--- config.mk ---
export PLATFORM = sky130hd
export DESIGN_NAME = uart_expmod_ctrl
export DESIGN_NICKNAME = d
export VERILOG_FILES = /design/src/rtl/uart_expmod_ctrl.sv
export SDC_FILE = /design/constraint.sdc
export NUM_CORES = 1
export LEC_CHECK = 0
export CORE_MARGIN = 4
export CORE_UTILIZATION = 56
export DETAILED_ROUTE_END_ITERATION = 12
export HOLD_SLACK_MARGIN = 0.15
export PLACE_DENSITY = 0.83
export SLEW_MARGIN = 20
export SYNTH_ARGS = -nofsm -noshare
export SYNTH_HDL_FRONTEND = slang
export SYNTH_SLANG_ARGS = --single-unit
--- constraint.sdc ---
create_clock -name clk_in -period 4.6 [get_ports clk_in]
set_clock_uncertainty 0.15 [all_clocks]
set_input_delay 0.92 -clock clk_in [delete_from_list [all_inputs] [get_ports clk_in]]
set_output_delay 0.92 -clock clk_in [all_outputs]
set_load 0.005 [all_outputs]
--- src/rtl/uart_expmod_ctrl.sv ---
// Byte-protocol command controller: gathers operands over UART, runs an external modular
// exponentiation engine and returns the result MSB first. Holds a loadable (exponent, modulus) key.
module uart_expmod_ctrl #(
  parameter int unsigned WIDTH          = 16,
  parameter int unsigned TIMEOUT_CYCLES = 1000000
) (
  input  logic             clk_in,
  input  logic             rst_in,
  input  logic             rx_valid_in,
  input  logic [7:0]       rx_byte_in,
  output logic [7:0]       tx_byte_out,
  output logic             tx_trigger_out,
  input  logic             tx_busy_in,
  output logic             em_ready_out,
  output logic [WIDTH-1:0] em_value_out,
  output logic [WIDTH-1:0] em_exponent_out,
  output logic [WIDTH-1:0] em_modulus_out,
  input  logic [WIDTH-1:0] em_result_in,
  input  logic             em_busy_in,
  input  logic             em_valid_in,
  output logic             busy_out,
  output logic [WIDTH-1:0] last_result_out
);

  localparam int unsigned NBYTES = WIDTH / 8;
  localparam int unsigned CntW   = $clog2(3 * NBYTES + 1);
  localparam int unsigned GapW   = $clog2(TIMEOUT_CYCLES + 1);

  localparam logic [7:0] CmdComputeByte = 8'hA5;
  localparam logic [7:0] CmdKeyByte     = 8'h5A;
  localparam logic [7:0] CmdLoadByte    = 8'h3C;
  localparam logic [7:0] ReplyOk        = 8'h4B;
  localparam logic [7:0] ReplyErr       = 8'hEE;

  typedef enum logic [2:0] {
    StIdle, StRxOps, StCheck, StLaunch, StWaitEm, StTxLoad, StTxSend, StTxHold
  } state_e;

  typedef enum logic [1:0] {CmdCompute, CmdKey, CmdLoad} cmd_e;

  state_e             state_q, state_d;
  cmd_e               cmd_q, cmd_d;
  logic [CntW-1:0]    cnt_q, cnt_d;
  logic [GapW-1:0]    gap_q, gap_d;
  logic [3*WIDTH-1:0] ops_q, ops_d;
  logic [WIDTH-1:0]   key_exp_q, key_exp_d, key_mod_q, key_mod_d;
  logic [WIDTH-1:0]   em_val_q, em_val_d, em_exp_q, em_exp_d, em_mod_q, em_mod_d;
  logic [WIDTH-1:0]   tx_sr_q, tx_sr_d, last_q, last_d;
  logic [CntW-1:0]    tx_left_q, tx_left_d;
  logic [7:0]         tx_byte_q, tx_byte_d;
  logic               tx_trig_q, tx_trig_d;
  logic               em_ready;
  logic [CntW-1:0]    total;
  logic [WIDTH-1:0]   eff_mod;

  // Single reply byte parked in the top of the TX shift register.
  function automatic logic [WIDTH-1:0] reply_word(input logic [7:0] code);
    logic [WIDTH-1:0] w;
    w = '0;
    w[WIDTH-1 -: 8] = code;
    return w;
  endfunction

  always_comb begin
    unique case (cmd_q)
      CmdCompute: total = CntW'(3 * NBYTES);
      CmdKey:     total = CntW'(NBYTES);
      default:    total = CntW'(2 * NBYTES);
    endcase
    eff_mod = (cmd_q == CmdKey) ? key_mod_q : ops_q[WIDTH-1:0];
  end

  always_comb begin
    state_d   = state_q;
    cmd_d     = cmd_q;
    cnt_d     = cnt_q;
    gap_d     = gap_q;
    ops_d     = ops_q;
    key_exp_d = key_exp_q;
    key_mod_d = key_mod_q;
    em_val_d  = em_val_q;
    em_exp_d  = em_exp_q;
    em_mod_d  = em_mod_q;
    tx_sr_d   = tx_sr_q;
    tx_left_d = tx_left_q;
    tx_byte_d = tx_byte_q;
    tx_trig_d = 1'b0;
    last_d    = last_q;
    em_ready  = 1'b0;

    unique case (state_q)
      StIdle: begin
        if (rx_valid_in) begin
          cnt_d   = '0;
          gap_d   = '0;
          ops_d   = '0;
          state_d = StRxOps;
          case (rx_byte_in)
            CmdComputeByte: cmd_d = CmdCompute;
            CmdKeyByte:     cmd_d = CmdKey;
            CmdLoadByte:    cmd_d = CmdLoad;
            default: begin
              tx_sr_d   = reply_word(ReplyErr);
              tx_left_d = CntW'(1);
              state_d   = StTxLoad;
            end
          endcase
        end
      end
      StRxOps: begin
        // Timeout takes priority over a byte arriving in the same cycle.
        if (gap_q == GapW'(TIMEOUT_CYCLES)) begin
          ops_d     = '0;
          tx_sr_d   = reply_word(ReplyErr);
          tx_left_d = CntW'(1);
          state_d   = StTxLoad;
        end else if (rx_valid_in) begin
          ops_d = {ops_q[3*WIDTH-9:0], rx_byte_in};
          cnt_d = cnt_q + CntW'(1);
          gap_d = '0;
          if (cnt_q + CntW'(1) == total) state_d = StCheck;
        end else begin
          gap_d = gap_q + GapW'(1);
        end
      end
      StCheck: begin
        if (eff_mod == '0) begin
          tx_sr_d   = reply_word(ReplyErr);
          tx_left_d = CntW'(1);
          state_d   = StTxLoad;
        end else if (cmd_q == CmdLoad) begin
          key_exp_d = ops_q[2*WIDTH-1:WIDTH];
          key_mod_d = ops_q[WIDTH-1:0];
          tx_sr_d   = reply_word(ReplyOk);
          tx_left_d = CntW'(1);
          state_d   = StTxLoad;
        end else begin
          em_val_d = (cmd_q == CmdKey) ? ops_q[WIDTH-1:0] : ops_q[3*WIDTH-1:2*WIDTH];
          em_exp_d = (cmd_q == CmdKey) ? key_exp_q : ops_q[2*WIDTH-1:WIDTH];
          em_mod_d = eff_mod;
          state_d  = StLaunch;
        end
      end
      StLaunch: begin
        if (!em_busy_in) begin
          em_ready = 1'b1;
          state_d  = StWaitEm;
        end
      end
      StWaitEm: begin
        if (em_valid_in) begin
          tx_sr_d   = em_result_in;
          last_d    = em_result_in;
          tx_left_d = CntW'(NBYTES);
          state_d   = StTxLoad;
        end
      end
      StTxLoad: begin
        if (!tx_busy_in) begin
          tx_byte_d = tx_sr_q[WIDTH-1 -: 8];
          tx_sr_d   = tx_sr_q << 8;
          tx_left_d = tx_left_q - CntW'(1);
          tx_trig_d = 1'b1;
          state_d   = StTxSend;
        end
      end
      StTxSend: state_d = StTxHold;
      StTxHold: begin
        if (!tx_busy_in) state_d = (tx_left_q != '0) ? StTxLoad : StIdle;
      end
      default: state_d = StIdle;
    endcase
  end

  always_ff @(posedge clk_in) begin
    if (rst_in) begin
      state_q   <= StIdle;
      cmd_q     <= CmdCompute;
      cnt_q     <= '0;
      gap_q     <= '0;
      ops_q     <= '0;
      key_exp_q <= '0;
      key_mod_q <= '0;
      em_val_q  <= '0;
      em_exp_q  <= '0;
      em_mod_q  <= '0;
      tx_sr_q   <= '0;
      tx_left_q <= '0;
      tx_byte_q <= '0;
      tx_trig_q <= 1'b0;
      last_q    <= '0;
    end else begin
      state_q   <= state_d;
      cmd_q     <= cmd_d;
      cnt_q     <= cnt_d;
      gap_q     <= gap_d;
      ops_q     <= ops_d;
      key_exp_q <= key_exp_d;
      key_mod_q <= key_mod_d;
      em_val_q  <= em_val_d;
      em_exp_q  <= em_exp_d;
      em_mod_q  <= em_mod_d;
      tx_sr_q   <= tx_sr_d;
      tx_left_q <= tx_left_d;
      tx_byte_q <= tx_byte_d;
      tx_trig_q <= tx_trig_d;
      last_q    <= last_d;
    end
  end

  // Start strobe is combinational for two-cycle launch latency; suppressed while in reset.
  assign em_ready_out    = em_ready && !rst_in;
  assign tx_trigger_out  = tx_trig_q;
  assign tx_byte_out     = tx_byte_q;
  assign em_value_out    = em_val_q;
  assign em_exponent_out = em_exp_q;
  assign em_modulus_out  = em_mod_q;
  assign busy_out        = (state_q != StIdle);
  assign last_result_out = last_q;

endmodule
==> results.py, run 1 <==
metrics = {
    "outcome": {
        "status": "complete, no violations",
    },
    "pwr": {
        "p_int_mw": 3.11,
        "p_per_area_mw_per_mm2": 446,
        "power_frac_comb": 0.224,
        "p_clk_frac": 0.336,
        "power_frac_seq": 0.441,
        "switching_share": 0.308,
        "total_power_mw": 4.50,
        "power_leakage_nw": 3.57,
        "switchingPower_mw": 1.39,
        "ir_worst_vdd_uv": 286,
    },
    "sta": {
        "layout_min_cycle_time_ns": 3.13,
        "holdWs_ns": 0.302,
        "setup_viol": 0,
        "worst_slack_ns": 1.47,
        "tightestPinTransition_ns": 0.840,
        "maxSlewHeadroom": 0.440,
        "period_share": 0.680,
        "rsz0062_at_grt": "false",
        "slew_viol_final": 0,
        "tns_ns": 0,
        "max_freq_mhz": 320,
        "hold_viol": 0,
    },
    "layout": {
        "final_cell_mix": "dfxtp_1, nand2_1, nor2_1, clkdlybuf4s50_1, a311oi_1",
        "syn_to_final_growth_pct": 19.5,
        "largest_register_ffs": 48,
        "n_fill_cell": 1142,
        "seq_area_mm2": 0.00400,
        "max_flop_register": "ops_q",
        "drive_above_1_share": 0.0599,
        "antenna_cells": 0,
        "layout_commonest_cell": "dfxtp_1",
        "final_nets": 1057,
        "largestRegisters": "ops_q: 48 flops, gap_q: 20 flops",
        "multi_input_area_mm2": 0.00410,
    },
    "logic_synthesis": {
        "synth-seq-cells": 200,
        "avgSynthCellArea_um2": 8.70,
        "ys_seq_area_frac": 0.474,
        "synth_cells": 972,
        "synth-simple-area-share": 0.225,
        "synthFlopType": "dfxtp_1",
        "synth_edf_count": 0,
        "yosysUniqueCellTypes": 66,
        "synth_compound_area_frac": 0.178,
        "ys_warn_count": 0,
        "synth_area_mm2": 0.00846,
        "ys_async_sr_fraction": 0,
        "synthAdderAreaFrac": 0.00740,
        "muxShareOfSynthArea": 0.0537,
        "synth_fp_nets": 1007,
        "synth_top_family_by_area": "simple AND/OR/NAND/NOR gates",
        "yosys.area_share.xor_xnor": 0.0176,
    },
    "drt": {
        "via_count": 7454,
        "drtPass1Iterations": 5,
        "vias_per_cell": 6.11,
        "drtIter0Drc": 855,
        "wirelength_um": 20900,
        "drc": 0,
        "drtAntennaViolNets": 0,
        "routedWlPerCell_um": 17.2,
    },
    "floorplan": {
        "initial_core_util": 0.577,
        "core_area_mm2": 0.0146,
        "die_h_um": 131,
        "row_count": 44,
        "die_w_um": 131,
        "io_pins": 105,
        "dieArea_mm2": 0.0171,
    },
    "setup_path": {
        "cp_common_cell": "clkdlybuf4s50_1",
        "startpoint_type": "input port",
        "reg2regPathDepth": 6,
        "cp.required_ns": 3.53,
        "max_stage_delay_ns": 0.53,
        "worst-path-max-fanout": 2,
        "cp_cell_sequence": "clkdlybuf4s50_1, nor3_1, clkdlybuf4s50_1",
        "end_kind": "output pin",
        "arrival_ns": 2.06,
        "slowest_stage": "clkdlybuf4s50_1",
        "worstSetupPathType": "input port to output pin",
    },
    "placement": {
        "dp_hpwl_um": 13300,
        "port_buffers": 104,
        "gp_congestion": 0.815,
        "place_ws_ns": 1.35,
    },
    "global_route": {
        "gr-usage-met1": 0.351,
        "gr-total-overflow": 0,
        "grt_use_total": 0.246,
        "grt_util_met3": 0.0467,
        "grt_pass1_wl_um": 34100,
        "grt_pass1_vias": 6769,
        "use_met2": 0.380,
        "grt_max_degree": 112,
        "grt.busiest_layer": "met2",
        "grt_antenna_before_repair": 0,
    },
    "clock_tree": {
        "postCtsResizedCells": 0,
        "htree_levels": 4,
        "tritoncts": "yes",
        "cts_max_path_buffers": 2,
        "post_cts_buffers": 0,
        "numCtsBuffers": 17,
        "cts.clk_slew.worst_paths_ns": 0.07,
        "clock-root-buffer": "clkbuf_16",
        "cts_sinks": 200,
        "hold_buffers": 0,
        "clock_latency_ns": 0.44,
    },
    "worst_hold_path": {
        "hold_path_depth": 2,
        "min_path_type": "flip-flop to flip-flop",
    },
    "run": {
        "maxCapViolations": 0,
    },
}
-- cells by family after synthesis --
family,count (synthesis)
flip-flops,200
AND/OR/NAND/NOR,418
XOR/XNOR,17
buffers and inverters,92
AO/OA/AOI/OAI,195
adder cells (fa/ha/maj),5
multiplexers,45
-- path summary, 6_finish.rpt --
| check | from | slack [ns] | end |
|---|---|---|---|
| worst max register to register | state_q[1] | 1.82 | em_exponent_out[6] |
| worst min-delay path | last_result_out[3] | 0.30 | last_result_out[3] |
| worst min register to register | last_result_out[3] | 0.30 | last_result_out[3] |
| worst max-delay path | em_busy_in | 1.47 | em_ready_out |
-- layout make-up --
type | count | area share
Multi-Input combinational cell | 680 | 0.406
Timing Repair Buffer | 116 | 0.114
Tap cell | 184 | 0.0228
Clock inverter | 11 | 0.0134
Clock buffer | 21 | 0.0456
Inverter | 7 | 0.00260
Sequential cell | 200 | 0.396
-- power by group through the flow --
stage | Combinational [mW] | Sequential (mW) | Clock (mW)
after global routing | 1.12 | 2.00 | 1.60
after global placement | 0.965 | 2.02 | 0
final | 1.01 | 1.98 | 1.51
after CTS | 0.993 | 1.98 | 1.53
after floorplan | 0.735 | 1.96 | 0
after detailed placement | 0.983 | 2.02 | 0
-- Yosys cell counts (5+ instances only) --
library cell | instances | area [um2]
a311oi_1 | 54 | 473
and2_1 | 5 | 31.3
inv_1 | 7 | 26.3
nor3_1 | 6 | 30.0
nand4_1 | 12 | 75.1
ha_1 | 5 | 62.6
nor4_1 | 12 | 75.1
a31oi_1 | 6 | 37.5
and3_1 | 9 | 56.3
a32oi_1 | 49 | 429
nand2_1 | 162 | 608
nand2b_1 | 7 | 43.8
dfxtp_1 | 200 | 4000
xor2_1 | 9 | 78.8
a21oi_1 | 40 | 200
o21ai_0 | 7 | 35.0
buf_2 | 13 | 65.1
xnor2_1 | 8 | 70.1
nand3_1 | 14 | 70.1
mux2i_1 | 42 | 420
clkbuf_1 | 66 | 248
nor2b_1 | 6 | 37.5
nor2_1 | 156 | 586
o31ai_1 | 8 | 60.1
-- worst max-delay path, delay by kind of cell --
kind | cells | cell delay, ns
buf+inv | 2 | 0.95
simple gates | 1 | 0.18
-- routing by layer --
layer	part of all wire	wire length (um)
met1	0.45	9500
met2	0.46	9560
met3	0.074	1560
met4	0.015	316
met5	0	0
-- per-stage QoR --
step | std cells | cell area, um2 | utilization
6_report | 1219 | 10100 | 0.690
5_1_grt | 1219 | 10100 | 0.690
4_1_cts | 1218 | 10100 | 0.688
3_5_place_dp | 1186 | 9480 | 0.648
3_3_place_gp | 1186 | 9480 | 0.648
2_1_floorplan | 972 | 8460 | -
(Power assumes the default switching activity.)
==> run 2: changes to the inputs <==
CORE_UTILIZATION = 50   (was 56)
PLACE_DENSITY = 0.79   (was 0.83)
clock period = 2.8 ns   (was 4.6 ns; I/O delays follow)
==> run 2 against run 1 <==
  * Routed wire length grew 8.3%
  * First-iteration DRC count grew 8.5%
  * Highest routed layer unchanged
  * Largest power group unchanged
  * Non-clock buffer count grew 27
==> results.py, run 2 (synthesis gave the netlist of run 1 again) <==
metrics = {
    "outcome": {
        "status": "complete, no violations",
    },
    "floorplan": {
        "row_count": 47,
        "io_pins": 105,
        "die_h_um": 138,
        "initial_core_util": 0.510,
        "dieArea_mm2": 0.0191,
        "core_area_mm2": 0.0166,
        "die_w_um": 138,
    },
    "sta": {
        "maxSlewHeadroom": 0.408,
        "worst_slack_ns": 0.153,
        "max_freq_mhz": 378,
        "hold_viol": 0,
        "layout_min_cycle_time_ns": 2.65,
        "period_share": 0.945,
        "tightestPinTransition_ns": 0.888,
        "slew_viol_final": 0,
        "rsz0062_at_grt": "false",
        "setup_viol": 0,
        "tns_ns": 0,
        "holdWs_ns": 0.304,
    },
    "run": {
        "maxCapViolations": 0,
    },
    "drt": {
        "vias_per_cell": 5.93,
        "routedWlPerCell_um": 17.7,
        "wirelength_um": 22700,
        "drc": 0,
        "via_count": 7603,
        "drtPass1Iterations": 6,
        "drtIter0Drc": 928,
        "drtAntennaViolNets": 0,
    },
    "layout": {
        "drive_above_1_share": 0.0866,
        "layout_commonest_cell": "dfxtp_1",
        "final_cell_mix": "dfxtp_1, nand2_1, nor2_1, clkdlybuf4s50_1, a311oi_1",
        "final_nets": 1084,
        "n_fill_cell": 1400,
        "antenna_cells": 0,
        "instances_no_fill": 1282,
        "largest_register_ffs": 48,
        "largestRegisters": "ops_q: 48 flops, gap_q: 20 flops",
        "syn_to_final_growth_pct": 22.7,
        "max_flop_register": "ops_q",
    },
    "placement": {
        "port_buffers": 104,
        "dp_cells": 1250,
        "gp_congestion": 0.884,
        "place_ws_ns": -0.0768,
        "dp_hpwl_um": 15100,
    },
    "worst_hold_path": {
        "hold_path_startpoint": "tx_byte_out[1]",
        "min_path_type": "flip-flop to flip-flop",
    },
    "pwr": {
        "total_power_mw": 7.51,
        "ir_worst_vdd_uv": 564,
        "power_leakage_nw": 3.71,
        "p_per_area_mw_per_mm2": 724,
    },
    "clock_tree": {
        "clock-root-buffer": "clkbuf_16",
        "clock_latency_ns": 0.44,
        "cts_sinks": 200,
        "postCtsResizedCells": 0,
        "numCtsBuffers": 17,
        "cts.clk_slew.worst_paths_ns": 0.07,
        "cts_max_path_buffers": 2,
        "tritoncts": "yes",
        "post_cts_buffers": 0,
        "hold_buffers": 0,
        "htree_levels": 4,
    },
    "setup_path": {
        "startpoint_type": "flip-flop",
        "worst-path-max-fanout": 10,
        "end_kind": "output pin",
        "worstSetupPathType": "flip-flop to output pin",
        "startpoint": "state_q[2]",
        "arrival_ns": 1.94,
        "cp.required_ns": 2.09,
        "r2r_start": "gap_q[7]",
    },
    "global_route": {
        "grt_pass1_vias": 6887,
        "grt_antenna_before_repair": 0,
        "grt_max_degree": 125,
        "grt_use_total": 0.233,
        "grt_pass1_wl_um": 37100,
        "gr-total-overflow": 0,
    },
}
-- run 2: area by class of cell --
class / count / area, um2 / share of cell area
clock inverter: 13 / 135 / 0.0130
clock buffer: 19 / 443 / 0.0427
multi-input combinational: 680 / 4110 / 0.396
sequential: 200 / 4000 / 0.386
timing repair buffer: 143 / 1380 / 0.133
inverter: 7 / 26.3 / 0.00253
tap: 220 / 275 / 0.0265
-- run 2: worst max-delay path: stages (launching register included) --
cell	delay [ns]
dfxtp_1	0.41
buf_4	0.21
nand3b_1	0.20
nor3_1	0.16
clkdlybuf4s50_1	0.53
-- run 2: per-stage QoR --
step | area, um2 | util
after floorplan | 8460 | -
after global placement | 9790 | 0.590
after detailed placement | 9790 | 0.590
after CTS | 10400 | 0.625
after global routing | 10400 | 0.626
final | 10400 | 0.626
-- run 2: power by group --
part | leakage, nW | switching (mW) | internal, mW
registers | 1.62 | 0.175 | 3.05
logic | 1.81 | 1.08 | 0.785
clock network | 0.282 | 1.14 | 1.28
total | 3.71 | 2.39 | 5.12
-- run 2: worst paths after layout --
path / cells after the start / slack (ns) / endpoint
worst max-delay path: 4 / 0.15 / em_ready_out
worst min-delay path: 2 / 0.30 / tx_byte_out[1]
worst max register to register: 5 / 0.19 / tx_sr_q[13]
worst min register to register: 2 / 0.30 / tx_byte_out[1]
-- run 2: routing by layer --
layer  vias up  share of wire  GRT usage
met2       288           0.47      0.369
met5         -              0          0
met1      3629           0.44      0.318
met3        45          0.067     0.0494
met4         0          0.025     0.0816
li1       3641              -          -
==> run 3: changes to the inputs <==
CORE_UTILIZATION = 32   (was 50)
HOLD_SLACK_MARGIN = unset   (was 0.15)
PLACE_DENSITY = 0.56   (was 0.79)
==> run 3 against run 2 <==
  * Global-route usage is 6.9 points lower
  * Core utilization is 21 points lower
  * Largest cell class unchanged
  * Final cell count grew 10%
  * Register-to-register slack improved by 0.11 ns
==> results.py, run 3 (synthesis gave the netlist of run 1 again) <==
metrics = {
    "global_route": {
        "grt_max_degree": 150,
        "grt_pass1_wl_um": 38600,
        "gr-total-overflow": 0,
        "grt_pass1_vias": 7069,
        "grt_antenna_before_repair": 0,
        "grt_use_total": 0.164,
    },
    "setup_path": {
        "startpoint_type": "flip-flop",
        "worstSetupPathType": "flip-flop to output pin",
        "worst-path-max-fanout": 11,
        "end_kind": "output pin",
        "cp.required_ns": 2.09,
        "arrival_ns": 1.90,
    },
    "layout": {
        "final_cell_mix": "dfxtp_1, nand2_1, nor2_1, clkdlybuf4s50_1, a311oi_1",
        "post-route-util": 0.411,
        "syn_to_final_growth_pct": 26.8,
        "antenna_cells": 0,
        "max_flop_register": "ops_q",
        "drive_above_1_share": 0.0986,
        "fin_area_mm2": 0.0107,
        "largest_register_ffs": 48,
        "final_nets": 1097,
        "layout_commonest_cell": "dfxtp_1",
        "largestRegisters": "ops_q: 48 flops, gap_q: 20 flops",
    },
    "sta": {
        "maxSlewHeadroom": 0.437,
        "hold_viol": 0,
        "period_share": 0.933,
        "setup_viol": 0,
        "max_freq_mhz": 383,
        "layout_min_cycle_time_ns": 2.61,
        "rsz0062_at_grt": "false",
        "tightestPinTransition_ns": 0.844,
        "slew_viol_final": 0,
    },
    "floorplan": {
        "die_h_um": 171,
        "dieArea_mm2": 0.0291,
        "row_count": 59,
        "die_w_um": 171,
        "io_pins": 105,
        "initial_core_util": 0.324,
        "core_area_mm2": 0.0261,
    },
    "clock_tree": {
        "tritoncts": "yes",
        "cts_max_path_buffers": 2,
        "cts.clk_slew.worst_paths_ns": 0.08,
        "hold_buffers": 0,
        "clock-root-buffer": "clkbuf_16",
        "cts_sinks": 200,
        "htree_levels": 4,
        "clock_latency_ns": 0.44,
        "numCtsBuffers": 17,
        "post_cts_buffers": 0,
    },
    "drt": {
        "via_count": 7354,
        "wirelength_um": 24000,
        "drtAntennaViolNets": 0,
        "vias_per_cell": 5.22,
        "drc": 0,
        "drtIter0Drc": 466,
        "drtPass1Iterations": 4,
        "routedWlPerCell_um": 17.0,
    },
    "outcome": {
        "status": "complete, no violations",
    },
    "worst_hold_path": {
        "min_path_type": "flip-flop to flip-flop",
    },
    "pwr": {
        "ir_worst_vdd_uv": 407,
        "power_leakage_nw": 3.82,
        "p_per_area_mw_per_mm2": 714,
    },
    "placement": {
        "dp_hpwl_um": 16100,
        "port_buffers": 104,
        "postPlaceCellArea_mm2": 0.0101,
        "gp_congestion": 0.773,
    },
    "run": {
        "maxCapViolations": 0,
    },
}
## run 3: cell count changes in the layout (fill, tap and decap cells not counted), moves of 2 or more
| cell | delta |
|---|---|
| clkinvlp_4 | -2 |
| buf_4 | +7 |
| clkinv_2 | -2 |
| buf_12 | +6 |
| clkinv_8 | +3 |
| clkinv_4 | +3 |
## run 3: layout make-up
class	count	area, um2
Fill cell	2645	15300
Multi-Input combinational cell	680	4110
Sequential cell	200	4010
Timing Repair Buffer	156	1550
Clock buffer	17	425
Tap cell	335	419
Clock inverter	15	183
Inverter	7	26.3
## run 3: routing by layer
layer	vias up	part of all wire	GRT usage
met3	17	0.039	0.0321
met4	0	0.011	0.0309
met5	-	0	0
met2	138	0.48	0.272
met1	3528	0.47	0.225
li1	3671	-	-
## run 3: power by group
group / internal (mW) / leakage (nW) / switching [mW]
Sequential: 3.05 / 1.62 / 0.177
Combinational: 0.849 / 1.91 / 1.06
Clock: 1.28 / 0.297 / 1.22
Total: 5.19 / 3.82 / 2.47
## run 3: worst max-delay path, cell delays in order (launching register included)
cell             delay, ns
dfxtp_1               0.58
nand3b_1              0.15
nor3_1                0.20
clkdlybuf4s50_1       0.54
## run 3: per-stage QoR
stage | setup TNS (ns) | setup WS, ns | total power, mW | instances | hold WS, ns
after floorplan | 0 | 0.534 | 4.43 | 972 | 0.281
after global placement | -0.299 | -0.100 | 5.20 | 1378 | 0.292
after detailed placement | -0.604 | -0.111 | 5.20 | 1378 | 0.298
after CTS | 0 | 0.102 | 7.72 | 1410 | 0.310
after global routing | 0 | 0.0589 | 8.06 | 1410 | 0.324
final | 0 | 0.188 | 7.65 | 1410 | 0.307
## run 3: worst paths after layout
path	startpoint	cells after the start	slack, ns	endpoint
worst min register to register	last_result_out[12]	2	0.31	last_result_out[12]
worst max-delay path	state_q[0]	3	0.19	em_ready_out
worst max register to register	gap_q[7]	6	0.30	tx_sr_q[11]
worst min-delay path	last_result_out[12]	2	0.31	last_result_out[12]
## run 3: timing repair
item	4_1_cts	5_1_grt
endpoints found under the setup margin	0	1
gates resized for setup	0	1
hold endpoints to repair	0	0
